## src/rtl/dds_multi_ch.sv

```systemverilog
// -----------------------------------------------------------------------------
// dds_multi_ch
//
// Parametrised N-channel DDS waveform core. Each channel has a phase
// accumulator, a phase offset, a selectable waveform (saw, triangle, square,
// DC) and an enable. Configuration is double-buffered: writes land in shadow
// registers and are committed to the active set of every channel at once by
// cfg_upd_i, so channels that are updated together stay phase-coherent.
//
// Pipeline:
//   acc   : phase accumulator (cleared by reset, phase_rst_i or disable)
//   stage1: p = top OUT_W bits of (acc + POW), with mode/enable/duty aligned
//   stage2: waveform shaping, registered into dds_o
// The accumulator value of cycle n appears on dds_o in cycle n+2.
//
// Ports:
//   sys_clk_i    system clock
//   sys_rst_i    synchronous reset, active-high
//   cfg_wr_i     shadow register write strobe
//   cfg_ch_i     target channel (out-of-range channels are ignored)
//   cfg_addr_i   register select: 0=FTW, 1=POW, 2=CTRL, 3=DUTY
//   cfg_data_i   write data, LSB-aligned for narrower registers
//   cfg_upd_i    commit all shadow registers to active, all channels
//   phase_rst_i  clear all accumulators
//   dds_o        packed unsigned offset-binary samples, channel k at
//                [k*OUT_W +: OUT_W]
//   sync_o       (only with DDS_SYNC_OUT_EN) per-channel one-cycle pulse
//                aligned with the sample whose accumulator update wrapped
//
// Optional feature macro: DDS_SYNC_OUT_EN (adds sync_o and its pipeline).
// -----------------------------------------------------------------------------
module dds_multi_ch #(
   parameter int unsigned NUM_CH   = 2,
   parameter int unsigned CH_IDX_W = 1,
   parameter int unsigned PHASE_W  = 32,
   parameter int unsigned OUT_W    = 12
) (
   input  logic                      sys_clk_i,
   input  logic                      sys_rst_i,
   input  logic                      cfg_wr_i,
   input  logic [CH_IDX_W-1:0]       cfg_ch_i,
   input  logic [1:0]                cfg_addr_i,
   input  logic [PHASE_W-1:0]        cfg_data_i,
   input  logic                      cfg_upd_i,
   input  logic                      phase_rst_i,
   output logic [NUM_CH*OUT_W-1:0]   dds_o
`ifdef DDS_SYNC_OUT_EN
   ,
   output logic [NUM_CH-1:0]         sync_o
`endif
);

   localparam logic [1:0] AddrFtw  = 2'd0;
   localparam logic [1:0] AddrPow  = 2'd1;
   localparam logic [1:0] AddrCtrl = 2'd2;
   localparam logic [1:0] AddrDuty = 2'd3;

   localparam logic [OUT_W-1:0] MidScale = {1'b1, {(OUT_W-1){1'b0}}};

   typedef enum logic [1:0] {
      ModeSaw    = 2'd0,
      ModeTri    = 2'd1,
      ModeSquare = 2'd2,
      ModeDc     = 2'd3
   } mode_e;

   // Shadow registers (written by cfg_wr_i)
   logic [PHASE_W-1:0] ftw_sh_d  [NUM_CH];
   logic [PHASE_W-1:0] ftw_sh_q  [NUM_CH];
   logic [PHASE_W-1:0] pow_sh_d  [NUM_CH];
   logic [PHASE_W-1:0] pow_sh_q  [NUM_CH];
   logic [2:0]         ctrl_sh_d [NUM_CH];
   logic [2:0]         ctrl_sh_q [NUM_CH];
   logic [OUT_W-1:0]   duty_sh_d [NUM_CH];
   logic [OUT_W-1:0]   duty_sh_q [NUM_CH];

   // Active registers (loaded by cfg_upd_i)
   logic [PHASE_W-1:0] ftw_act_d  [NUM_CH];
   logic [PHASE_W-1:0] ftw_act_q  [NUM_CH];
   logic [PHASE_W-1:0] pow_act_d  [NUM_CH];
   logic [PHASE_W-1:0] pow_act_q  [NUM_CH];
   logic [2:0]         ctrl_act_d [NUM_CH];
   logic [2:0]         ctrl_act_q [NUM_CH];
   logic [OUT_W-1:0]   duty_act_d [NUM_CH];
   logic [OUT_W-1:0]   duty_act_q [NUM_CH];

   // Accumulator stage
   logic [PHASE_W-1:0] acc_nxt [NUM_CH];
   logic [PHASE_W-1:0] acc_d   [NUM_CH];
   logic [PHASE_W-1:0] acc_q   [NUM_CH];

   // Stage 1: phase word plus aligned control
   logic [PHASE_W-1:0] ph_sum  [NUM_CH];
   logic [OUT_W-1:0]   p1_d    [NUM_CH];
   logic [OUT_W-1:0]   p1_q    [NUM_CH];
   mode_e              mode1_d [NUM_CH];
   mode_e              mode1_q [NUM_CH];
   logic [OUT_W-1:0]   duty1_d [NUM_CH];
   logic [OUT_W-1:0]   duty1_q [NUM_CH];
   logic [NUM_CH-1:0]  en1_d;
   logic [NUM_CH-1:0]  en1_q;

   // Stage 2: shaped samples
   logic [OUT_W-1:0]   tri_t   [NUM_CH];
   logic [OUT_W-1:0]   dds_d   [NUM_CH];
   logic [OUT_W-1:0]   dds_q   [NUM_CH];

   // ---------------------------------------------------------------------------
   // Shadow write decode and commit. A commit in the same cycle as a write
   // copies the old shadow value; the new value only reaches the shadow.
   // ---------------------------------------------------------------------------
   always_comb begin
      for (int k = 0; k < NUM_CH; k++) begin
         ftw_sh_d[k]  = ftw_sh_q[k];
         pow_sh_d[k]  = pow_sh_q[k];
         ctrl_sh_d[k] = ctrl_sh_q[k];
         duty_sh_d[k] = duty_sh_q[k];
         // Out-of-range channel numbers match no k and are dropped.
         if (cfg_wr_i && (cfg_ch_i == CH_IDX_W'(k))) begin
            case (cfg_addr_i)
               AddrFtw:  ftw_sh_d[k]  = cfg_data_i;
               AddrPow:  pow_sh_d[k]  = cfg_data_i;
               AddrCtrl: ctrl_sh_d[k] = cfg_data_i[2:0];
               AddrDuty: duty_sh_d[k] = cfg_data_i[OUT_W-1:0];
               default:  ;
            endcase
         end
      end
   end

   always_comb begin
      for (int k = 0; k < NUM_CH; k++) begin
         ftw_act_d[k]  = ftw_act_q[k];
         pow_act_d[k]  = pow_act_q[k];
         ctrl_act_d[k] = ctrl_act_q[k];
         duty_act_d[k] = duty_act_q[k];
         if (cfg_upd_i) begin
            ftw_act_d[k]  = ftw_sh_q[k];
            pow_act_d[k]  = pow_sh_q[k];
            ctrl_act_d[k] = ctrl_sh_q[k];
            duty_act_d[k] = duty_sh_q[k];
         end
      end
   end

   // ---------------------------------------------------------------------------
   // Accumulator. Wrap-around modulo 2^PHASE_W is silent.
   // ---------------------------------------------------------------------------
   always_comb begin
      for (int k = 0; k < NUM_CH; k++) begin
         acc_nxt[k] = acc_q[k] + ftw_act_q[k];
         acc_d[k]   = acc_nxt[k];
         if (phase_rst_i || !ctrl_act_q[k][2]) begin
            acc_d[k] = '0;
         end
      end
   end

   // ---------------------------------------------------------------------------
   // Stage 1: apply phase offset, keep control aligned with the phase word.
   // ---------------------------------------------------------------------------
   always_comb begin
      en1_d = '0;
      for (int k = 0; k < NUM_CH; k++) begin
         ph_sum[k]  = acc_q[k] + pow_act_q[k];
         p1_d[k]    = ph_sum[k][PHASE_W-1 -: OUT_W];
         mode1_d[k] = mode_e'(ctrl_act_q[k][1:0]);
         duty1_d[k] = duty_act_q[k];
         en1_d[k]   = ctrl_act_q[k][2];
      end
   end

   // ---------------------------------------------------------------------------
   // Stage 2: waveform shaping.
   // ---------------------------------------------------------------------------
   always_comb begin
      for (int k = 0; k < NUM_CH; k++) begin
         // Triangle: double the slope, fold the upper half downwards.
         tri_t[k] = {p1_q[k][OUT_W-2:0], 1'b0};
         dds_d[k] = MidScale;
         if (en1_q[k]) begin
            case (mode1_q[k])
               ModeSaw:    dds_d[k] = p1_q[k];
               ModeTri:    dds_d[k] = p1_q[k][OUT_W-1] ? ~tri_t[k] : tri_t[k];
               ModeSquare: dds_d[k] = (p1_q[k] < duty1_q[k]) ? {OUT_W{1'b1}}
                                                             : {OUT_W{1'b0}};
               ModeDc:     dds_d[k] = duty1_q[k];
               default:    dds_d[k] = MidScale;
            endcase
         end
      end
   end

   always_comb begin
      dds_o = '0;
      for (int k = 0; k < NUM_CH; k++) begin
         dds_o[k*OUT_W +: OUT_W] = dds_q[k];
      end
   end

   // ---------------------------------------------------------------------------
   // State registers
   // ---------------------------------------------------------------------------
   always_ff @(posedge sys_clk_i) begin
      if (sys_rst_i) begin
         for (int k = 0; k < NUM_CH; k++) begin
            ftw_sh_q[k]   <= '0;
            pow_sh_q[k]   <= '0;
            ctrl_sh_q[k]  <= '0;
            duty_sh_q[k]  <= MidScale;
            ftw_act_q[k]  <= '0;
            pow_act_q[k]  <= '0;
            ctrl_act_q[k] <= '0;
            duty_act_q[k] <= MidScale;
            acc_q[k]      <= '0;
            p1_q[k]       <= '0;
            mode1_q[k]    <= ModeSaw;
            duty1_q[k]    <= MidScale;
            dds_q[k]      <= MidScale;
         end
         en1_q <= '0;
      end else begin
         for (int k = 0; k < NUM_CH; k++) begin
            ftw_sh_q[k]   <= ftw_sh_d[k];
            pow_sh_q[k]   <= pow_sh_d[k];
            ctrl_sh_q[k]  <= ctrl_sh_d[k];
            duty_sh_q[k]  <= duty_sh_d[k];
            ftw_act_q[k]  <= ftw_act_d[k];
            pow_act_q[k]  <= pow_act_d[k];
            ctrl_act_q[k] <= ctrl_act_d[k];
            duty_act_q[k] <= duty_act_d[k];
            acc_q[k]      <= acc_d[k];
            p1_q[k]       <= p1_d[k];
            mode1_q[k]    <= mode1_d[k];
            duty1_q[k]    <= duty1_d[k];
            dds_q[k]      <= dds_d[k];
         end
         en1_q <= en1_d;
      end
   end

`ifdef DDS_SYNC_OUT_EN
   // ---------------------------------------------------------------------------
   // Sync pulse: the carry is registered with the wrapped accumulator value and
   // follows it through both pipeline stages. Clears and disabled channels
   // never produce a carry.
   // ---------------------------------------------------------------------------
   logic [NUM_CH-1:0] carry_d;
   logic [NUM_CH-1:0] carry_q;
   logic [NUM_CH-1:0] carry1_d;
   logic [NUM_CH-1:0] carry1_q;
   logic [NUM_CH-1:0] sync_d;
   logic [NUM_CH-1:0] sync_q;

   always_comb begin
      carry_d = '0;
      for (int k = 0; k < NUM_CH; k++) begin
         if (!phase_rst_i && ctrl_act_q[k][2]) begin
            carry_d[k] = (acc_nxt[k] < acc_q[k]);
         end
      end
      carry1_d = carry_q;
      sync_d   = carry1_q & en1_q;
   end

   always_ff @(posedge sys_clk_i) begin
      if (sys_rst_i) begin
         carry_q  <= '0;
         carry1_q <= '0;
         sync_q   <= '0;
      end else begin
         carry_q  <= carry_d;
         carry1_q <= carry1_d;
         sync_q   <= sync_d;
      end
   end

   assign sync_o = sync_q;
`else
   // Sync pipeline not built; dds_o behaviour is unchanged.
`endif

endmodule

```

## config.mk

```make
export PLATFORM = sky130hd
export DESIGN_NAME = dds_multi_ch
export DESIGN_NICKNAME = d
export VERILOG_FILES = /design/src/rtl/dds_multi_ch.sv
export SDC_FILE = /design/constraint.sdc
export NUM_CORES = 1
export LEC_CHECK = 0
export ABC_AREA = 1
export ABC_CLOCK_PERIOD_IN_PS = 3500
export BUFFER_PORTS_ARGS = -buffer_cell sky130_fd_sc_hd__buf_2
export CORE_ASPECT_RATIO = 0.9
export CORE_UTILIZATION = 44
export DETAILED_ROUTE_END_ITERATION = 6
export SETUP_SLACK_MARGIN = 0.02
export SYNTH_ARGS = -nofsm -noshare
export SYNTH_HDL_FRONTEND = slang
export SYNTH_SLANG_ARGS = --single-unit
```

## constraint.sdc

```tcl
create_clock -name sys_clk_i -period 3.5 [get_ports sys_clk_i]
set_clock_uncertainty 0.05 [all_clocks]
set_input_delay 0 -clock sys_clk_i [delete_from_list [all_inputs] [get_ports sys_clk_i]]
set_output_delay 0 -clock sys_clk_i [all_outputs]
set_load 0.02 [all_outputs]
```

==> reports/summary.txt, run 1 <==
CTS resizes = 0
Reg2Reg Setup Slack = 1.42 ns
total global-route track usage = 24.6%
Placer Congestion = 0.932
Slew headroom = 33.6%
first-pass iteration count of the detailed router = 5
Cells after DPL = 4,476
RSZ-0062 raised after global routing = no
Worst path slowest cell = dlygate4sd3_1
syn_nets = 3,993
total power = 11.9 mW
sequential share of the synthesized area = 37.4%
Site Rows = 81
CTS clk-pin slew, worst paths = 0.06 ns
Fmax = 433 MHz
post-DP HPWL = 52,000 µm
number of nets in the layout = 4,048
worst setup margin = 1.19 ns
CTS Buf Count = 49
post-route insts no fill = 4,604
Die Y = 226 µm
GRT overflow = 0
CP max stage delay = 0.63 ns
WP data arrival = 2.71 ns
largest net degree at the start of global routing = 193
Hold WC Path Type = primary input to register
chip width = 251 µm
status = completed
final hold viol count = 0
Initial DRC Count = 1,465
Final Critical Period = 2.31 ns
worst vdd ir = 0.352 mV
die area = 0.0567 mm²
Via density = 4.93
initial antenna violation count = 1
total vias in the final route = 22,700
Sw Ratio = 25.3%
drc violations = 0
P per Cell Area = 431 mW/mm²
crit share post-route = 66.1%
critical path class = primary input to register
Setup violations, final = 0
clock tree buffer depth = 3
Int Pwr = 8.85 mW
startpoint class of the critical path = primary input
first-pass GRT wire length = 111,000 µm
Avg Cell Area, Syn = 6.44 µm²
Pleak = 13.5 nW
Boundary Pins = 64
Worst-Skew Late Latency = 0.61 ns
Final Max Tran Viols = 0
pre-CTS WS = 1.45 ns
Mapped Area = 0.0245 mm²
Clock power frac = 45.5%
Clock Sinks = 458
Detail Route Antenna Nets = 0
FF+latch count, synth = 458
crit path cell chain = dlygate4sd3_1 -> buf_2 -> nor2_1 -> dlygate4sd3_1 -> inv_1 -> nor2_1 -> inv_1 -> nand2_1 -> nand3_1
critical path capture point type = register
htree depth = 2
core footprint = 0.0547 mm²
worst-margin pin slew = 0.994 ns
Root Driver = clkbuf_16
Synth Warn # = 0
post-route cell area = 0.0275 mm²
share of cells above drive strength 1 = 7.00%
max cap viols = 0
CTS tree = done
placed instance area = 0.0254 mm²
Avg WL per Cell = 15.1 µm
CP required = 3.90 ns
Flop pwr share = 46.7%
Starting Density = 44.8%
Area Overhead vs Synth = 12.1%
Diodes inserted = 0
Routed WL = 69,700 µm
Cell variety after synth = 34
Critical Path Fanout Max = 13
Port Buffer Count = 63
post-synthesis cell count = 3,807
setup_tns = 0 ns
combinational power share = 7.8%
Switch Pwr = 3.00 mW
vias in the first global route = 20,400
[through the flow]
stage / util [%] / hold WS [ns]
finish: 50.2 / 0.227
CTS: 50.2 / 0.195
floorplan: - / 0.0335
global route: 50.2 / 0.234
detailed placement: 46.4 / 0.273
global placement: 46.4 / 0.260
[worst max-delay path, delay by kind of cell]
kind                   cells  cell delay (ns)
buffers and inverters      5             1.72
AND/OR/NAND/NOR            4             0.99
[per-layer routing]
layer / vias to the layer above / share of wire (%) / GRT usage [%]
met5: - / 0.019 / 0
met4: 2 / 1.9 / 5.82
met3: 84 / 5.7 / 3.45
met2: 510 / 40 / 36.6
met1: 10100 / 52 / 37.0
li1: 12000 / - / -
[final timing paths]
check / cells after the start / from / endpoint
hold / removal: 4 / cfg_data_i[15] / ftw_sh_q[0][47]$_SDFFE_PP0P_
setup reg to reg: 11 / ftw_act_q[0][0]$_SDFFE_PP0P_ / acc_q[0][24]$_SDFF_PP0_
hold reg to reg: 2 / duty_act_q[0][6]$_SDFFE_PP0P_ / duty1_q[0][6]$_SDFF_PP0_
setup / recovery: 9 / cfg_ch_i / duty_sh_q[0][11]$_SDFFE_PP1P_
[cell type report]
class                           count  area (µm²)
Fill cell                        5733       27200
Multi-Input combinational cell   2711       12900
Sequential cell                   458        9170
Inverter                          516        1950
Clock buffer                       68        1410
Timing Repair Buffer              126         928
Tap cell                          705         882
Clock inverter                     20         260
[logic make-up after synthesis]
family,synth area share (%)
xor+xnor,0.214
compound gates,12.5
fa+ha+maj,7.51
simple gates,32.3
flops,37.4
buf+inv,10.1
[power by group through the flow]
stage | clock network [mW] | logic, mW | registers [mW]
detailed placement | 0 | 0.882 | 5.65
floorplan | 0 | 0.623 | 5.59
global placement | 0 | 0.881 | 5.65
global route | 5.73 | 1.05 | 5.55
finish | 5.39 | 0.924 | 5.54
CTS | 5.51 | 0.924 | 5.53
[synth_stat cells (all sizes together)]
cell type,n,area (µm²)
nand2,907,3480
nor2,877,3380
inv,514,1930
dfxtp,458,9170
o21ai,367,1840
a21oi,193,966
ha,144,1800
nand3,103,571
clkbuf,79,298
buf,43,231
nor3,31,220
o22ai,22,138
and2,14,87.6
nand3b,12,90.1
nand4,11,68.8
o21bai,8,60.1
xnor2,6,52.6
a21o,4,30.0
o21a,4,30.0
and3,3,18.8
clkinv,2,7.51
fa,2,40.0
or2,2,12.5
a31oi,1,6.26
[cells in the final DEF, fill, tap and decap left out, types with 2 or more instances in the layout]
cell,Yosys,routed
nand2_1,876,876
nor2_1,847,847
inv_1,494,494
dfxtp_1,458,458
o21ai_0,367,367
a21oi_1,193,193
ha_1,144,144
nand3_1,92,92
buf_2,38,62
clkbuf_16,0,50
dlygate4sd3_1,0,40
nand2_2,31,31
nor2_2,28,28
o22ai_1,22,22
buf_4,2,21
inv_2,20,19
nor3_1,18,18
and2_1,14,14
nor3_2,13,13
nand3b_1,12,12
nand4_1,11,11
nand3_2,11,11
clkbuf_8,0,9
clkbuf_1,78,9
o21bai_1,8,8
xnor2_1,6,6
clkinvlp_4,0,6
inv_6,0,4
a21o_1,4,4
o21a_1,4,4
bufinv_16,0,4
and3_1,3,3
clkinv_2,0,3
buf_12,0,3
nor2_4,2,2
or2_2,2,2
fa_1,2,2
clkinv_4,0,2
[what timing repair did]
item / 4_1_cts / 5_1_grt
buffers inserted: 0 / 0
hold buffers: 40 / 0
endpoints found under the hold margin: 219 / 0
[sequential cells by signal (all words and copies together), names as in the netlist]
signal,flops
ctrl_sh_q,6
mode1_q,4
duty1_q,24
dds_q,24
en1_q,2
ftw_sh_q,64
ctrl_act_q,6
p1_q,24
duty_act_q,24
ftw_act_q,64
pow_sh_q,64
acc_q,64
duty_sh_q,24
pow_act_q,64
Note: power is estimated with default switching activity, not from simulation.
==> run 2: changes to the inputs <==
ABC_AREA = 0   (was 1)
ABC_CLOCK_PERIOD_IN_PS = 1900   (was 3500)
clock period = 1.9 ns   (was 3.5 ns; I/O delays follow)
==> run 2 against run 1 <==
  * The flow now finishes with violations (negative setup slack)
  * Synthesized cell count shrank 34%
  * Clock power increased by 93%
  * Sequential power rose by 77%
  * Critical path depth increased by 1
  * Final area up 9.9%
  * Global-route usage is 1.6 points higher
  * Non-clock buffer count grew 393
  * First-iteration DRC count is 17% lower
  * Critical path type is now register to register
==> reports/summary.txt, run 2 <==
Mapped Area = 0.0216 mm²
largest net degree at the start of global routing = 103
Synth area leaders = dfxtp_1, ha_1, mux2i_1, nand2_1, a21oi_1
number of nets in the layout = 3,122
Synth Warn # = 0
Worst path slowest cell = a2111oi_4
Top delay family on crit path = compound AO/OA/AOI/OAI gates
post-route insts no fill = 3,597
Site Rows = 76
commonest non-fill, non-tap cell in the layout = dfxtp_1
vias in the first global route = 19,000
FF+latch count, synth = 458
first-pass GRT wire length = 104,000 µm
status = finished, violations left
post-synthesis cell count = 2,496
worst-margin pin slew = 0.952 ns
Boundary Pins = 64
GRT overflow = 0
startpoint class of the critical path = register
post-DP HPWL = 45,100 µm
WP data arrival = 2.97 ns
Clock Sinks = 458
XOR/XNOR Fraction of Synth Area = 2.88%
EDFF count, synth = 0
CTS Buf Count = 49
Reg2Reg Setup Slack = -0.58 ns
htree depth = 2
Placer Congestion = 0.918
Pleak = 12.5 nW
first-pass iteration count of the detailed router = 5
main combinational cell family by area after synthesis = simple AND/OR/NAND/NOR gates
Avg WL per Cell = 18.6 µm
Slew headroom = 36.0%
Cell variety after synth = 83
final hold viol count = 0
fillers = 3,945
P per Cell Area = 701 mW/mm²
top-count cell post-synth = dfxtp_1
Critical Path Fanout Max = 3
ys flop type = dfxtp_1
initial antenna violation count = 0
pre-CTS WS = -0.657 ns
CP required = 2.39 ns
Fmax = 403 MHz
Die Y = 212 µm
Async SR Flop Fraction = 0%
critical path class = register to register
chip width = 236 µm
crit share post-route = 131%
total global-route track usage = 26.2%
crit path cell chain = ha_4 -> fa_2 -> a21oi_4 -> o211ai_4 -> nand4_4 -> a2111oi_4 -> buf_4 -> a41oi_2 -> a211o_1 -> nand2_1
Final Critical Period = 2.48 ns
Root Driver = clkbuf_16
Starting Density = 44.9%
Hold WC Path Type = primary input to register
placed instance area = 0.0256 mm²
Initial DRC Count = 1,220
Port Buffer Count = 63
Area Overhead vs Synth = 39.8%
syn_nets = 2,682
WP buf/inv = 1
Synth Area in Compound Gates = 16.2%
max cap viols = 0
violated checks = negative setup slack
Avg Cell Area, Syn = 8.66 µm²
worst setup margin = -0.583 ns
Detail Route Antenna Nets = 0
Setup violations, final = 87
sequential share of the synthesized area = 42.4%
clock tree buffer depth = 3
Worst-Skew Late Latency = 0.59 ns
post-route cell area = 0.0302 mm²
share of cells above drive strength 1 = 31.8%
top cell types by occurrence after synthesis = dfxtp_1, nand2_1, nor2_1
core footprint = 0.0481 mm²
mux cell area share after synthesis = 8.04%
Via density = 5.42
Final Max Tran Viols = 0
hold_ws = 0.205 ns
drc violations = 0
commonest cells after routing, fill and taps aside = dfxtp_1, nand2_1, buf_4
die area = 0.0500 mm²
CTS tree = done
worst vdd ir = 0.637 mV
critical path capture point type = register
Synth Area in Adders = 8.52%
cell taking the most area after synthesis = dfxtp_1
Diodes inserted = 0
Simple-Gate Fraction of Synth Area = 18.6%
CTS clk-pin slew, worst paths = 0.06 ns
top cell type's share of synthesized area = 42.4%
RSZ-0062 raised after global routing = yes
total vias in the final route = 19,500
Routed WL = 66,800 µm
CP max stage delay = 0.45 ns
Cells after DPL = 3,422
## run 2: changes by cell type after synthesis, moves of 29 or more
| cell | change |
|---|---|
| nand2_1 | -470 |
| nand2_2 | -31 |
| buf_2 | -29 |
| xnor2_1 | +31 |
| nand3_1 | -59 |
| mux2i_1 | +169 |
| a21oi_1 | +68 |
| o21ai_0 | -312 |
| xor2_1 | +34 |
| a21o_1 | +51 |
| nor2_1 | -574 |
| nor2b_1 | +40 |
| inv_1 | -448 |
## run 2: cell type report
cell class / count / area [µm²] / area share (%)
Clock inverter: 20 / 315 / 1.04
Sequential cell: 458 / 9260 / 30.7
Timing Repair Buffer: 519 / 4180 / 13.8
Multi-Input combinational cell: 1861 / 14000 / 46.5
Tap cell: 624 / 781 / 2.58
Inverter: 47 / 176 / 0.584
Clock buffer: 68 / 1460 / 4.83
## run 2: path summary, 6_finish.rpt
| kind | from | to | cells past startpoint |
|---|---|---|---|
| max | acc_q[0][32]$_SDFF_PP0_ | acc_q[0][60]$_SDFF_PP0_ | 10 |
| min | cfg_data_i[17] | pow_sh_q[0][17]$_SDFFE_PP0P_ | 4 |
| max reg2reg | acc_q[0][32]$_SDFF_PP0_ | acc_q[0][60]$_SDFF_PP0_ | 10 |
| min reg2reg | duty_act_q[0][11]$_SDFFE_PP1P_ | duty1_q[0][11]$_SDFF_PP1_ | 1 |
## run 2: metal layers
metal | vias to the layer above | track usage, % | wire, µm
met1 | 9287 | 36.9 | 31800
li1 | 9576 | - | -
met4 | 0 | 7.14 | 1620
met3 | 105 | 3.71 | 3610
met5 | - | 0 | 0
met2 | 516 | 41.8 | 29700
## run 2: per-stage QoR
stage	utilization [%]	setup TNS, ns	power (mW)
2_1_floorplan	-	-5.45	10.5
3_3_place_gp	53.1	-26.52	10.9
3_5_place_dp	53.1	-29.46	10.9
4_1_cts	60.9	-20.84	21.4
5_1_grt	62.8	-32.48	21.9
6_report	62.8	-25.86	21.2
## run 2: repair_timing
action	4_1_cts	5_1_grt
pin swaps	157	125
cloned	2	0
endpoints found under the setup margin	95	98
endpoints found under the hold margin	246	0
buffers inserted	30	31
resized for setup	278	172
hold buffers	40	0
## run 2: logic make-up (layout without fill, tap and decap cells)
kind of cell | count (synthesis) | after routing
fa+ha+maj | 146 | 146
mux | 173 | 173
compound gates | 553 | 553
buf+inv | 177 | 654
flops | 458 | 458
simple gates | 918 | 918
xor+xnor | 71 | 71
## run 2: worst min-delay path, cell delays in order
cell	delay, ns
dlygate4sd3_1	0.53
buf_2	0.16
nand2_1	0.06
a21oi_1	0.05
## run 2: where the power goes
part           internal (mW)  switching [mW]
Combinational          0.371           0.614
Sequential              9.70          0.0724
Clock                   6.32            4.10
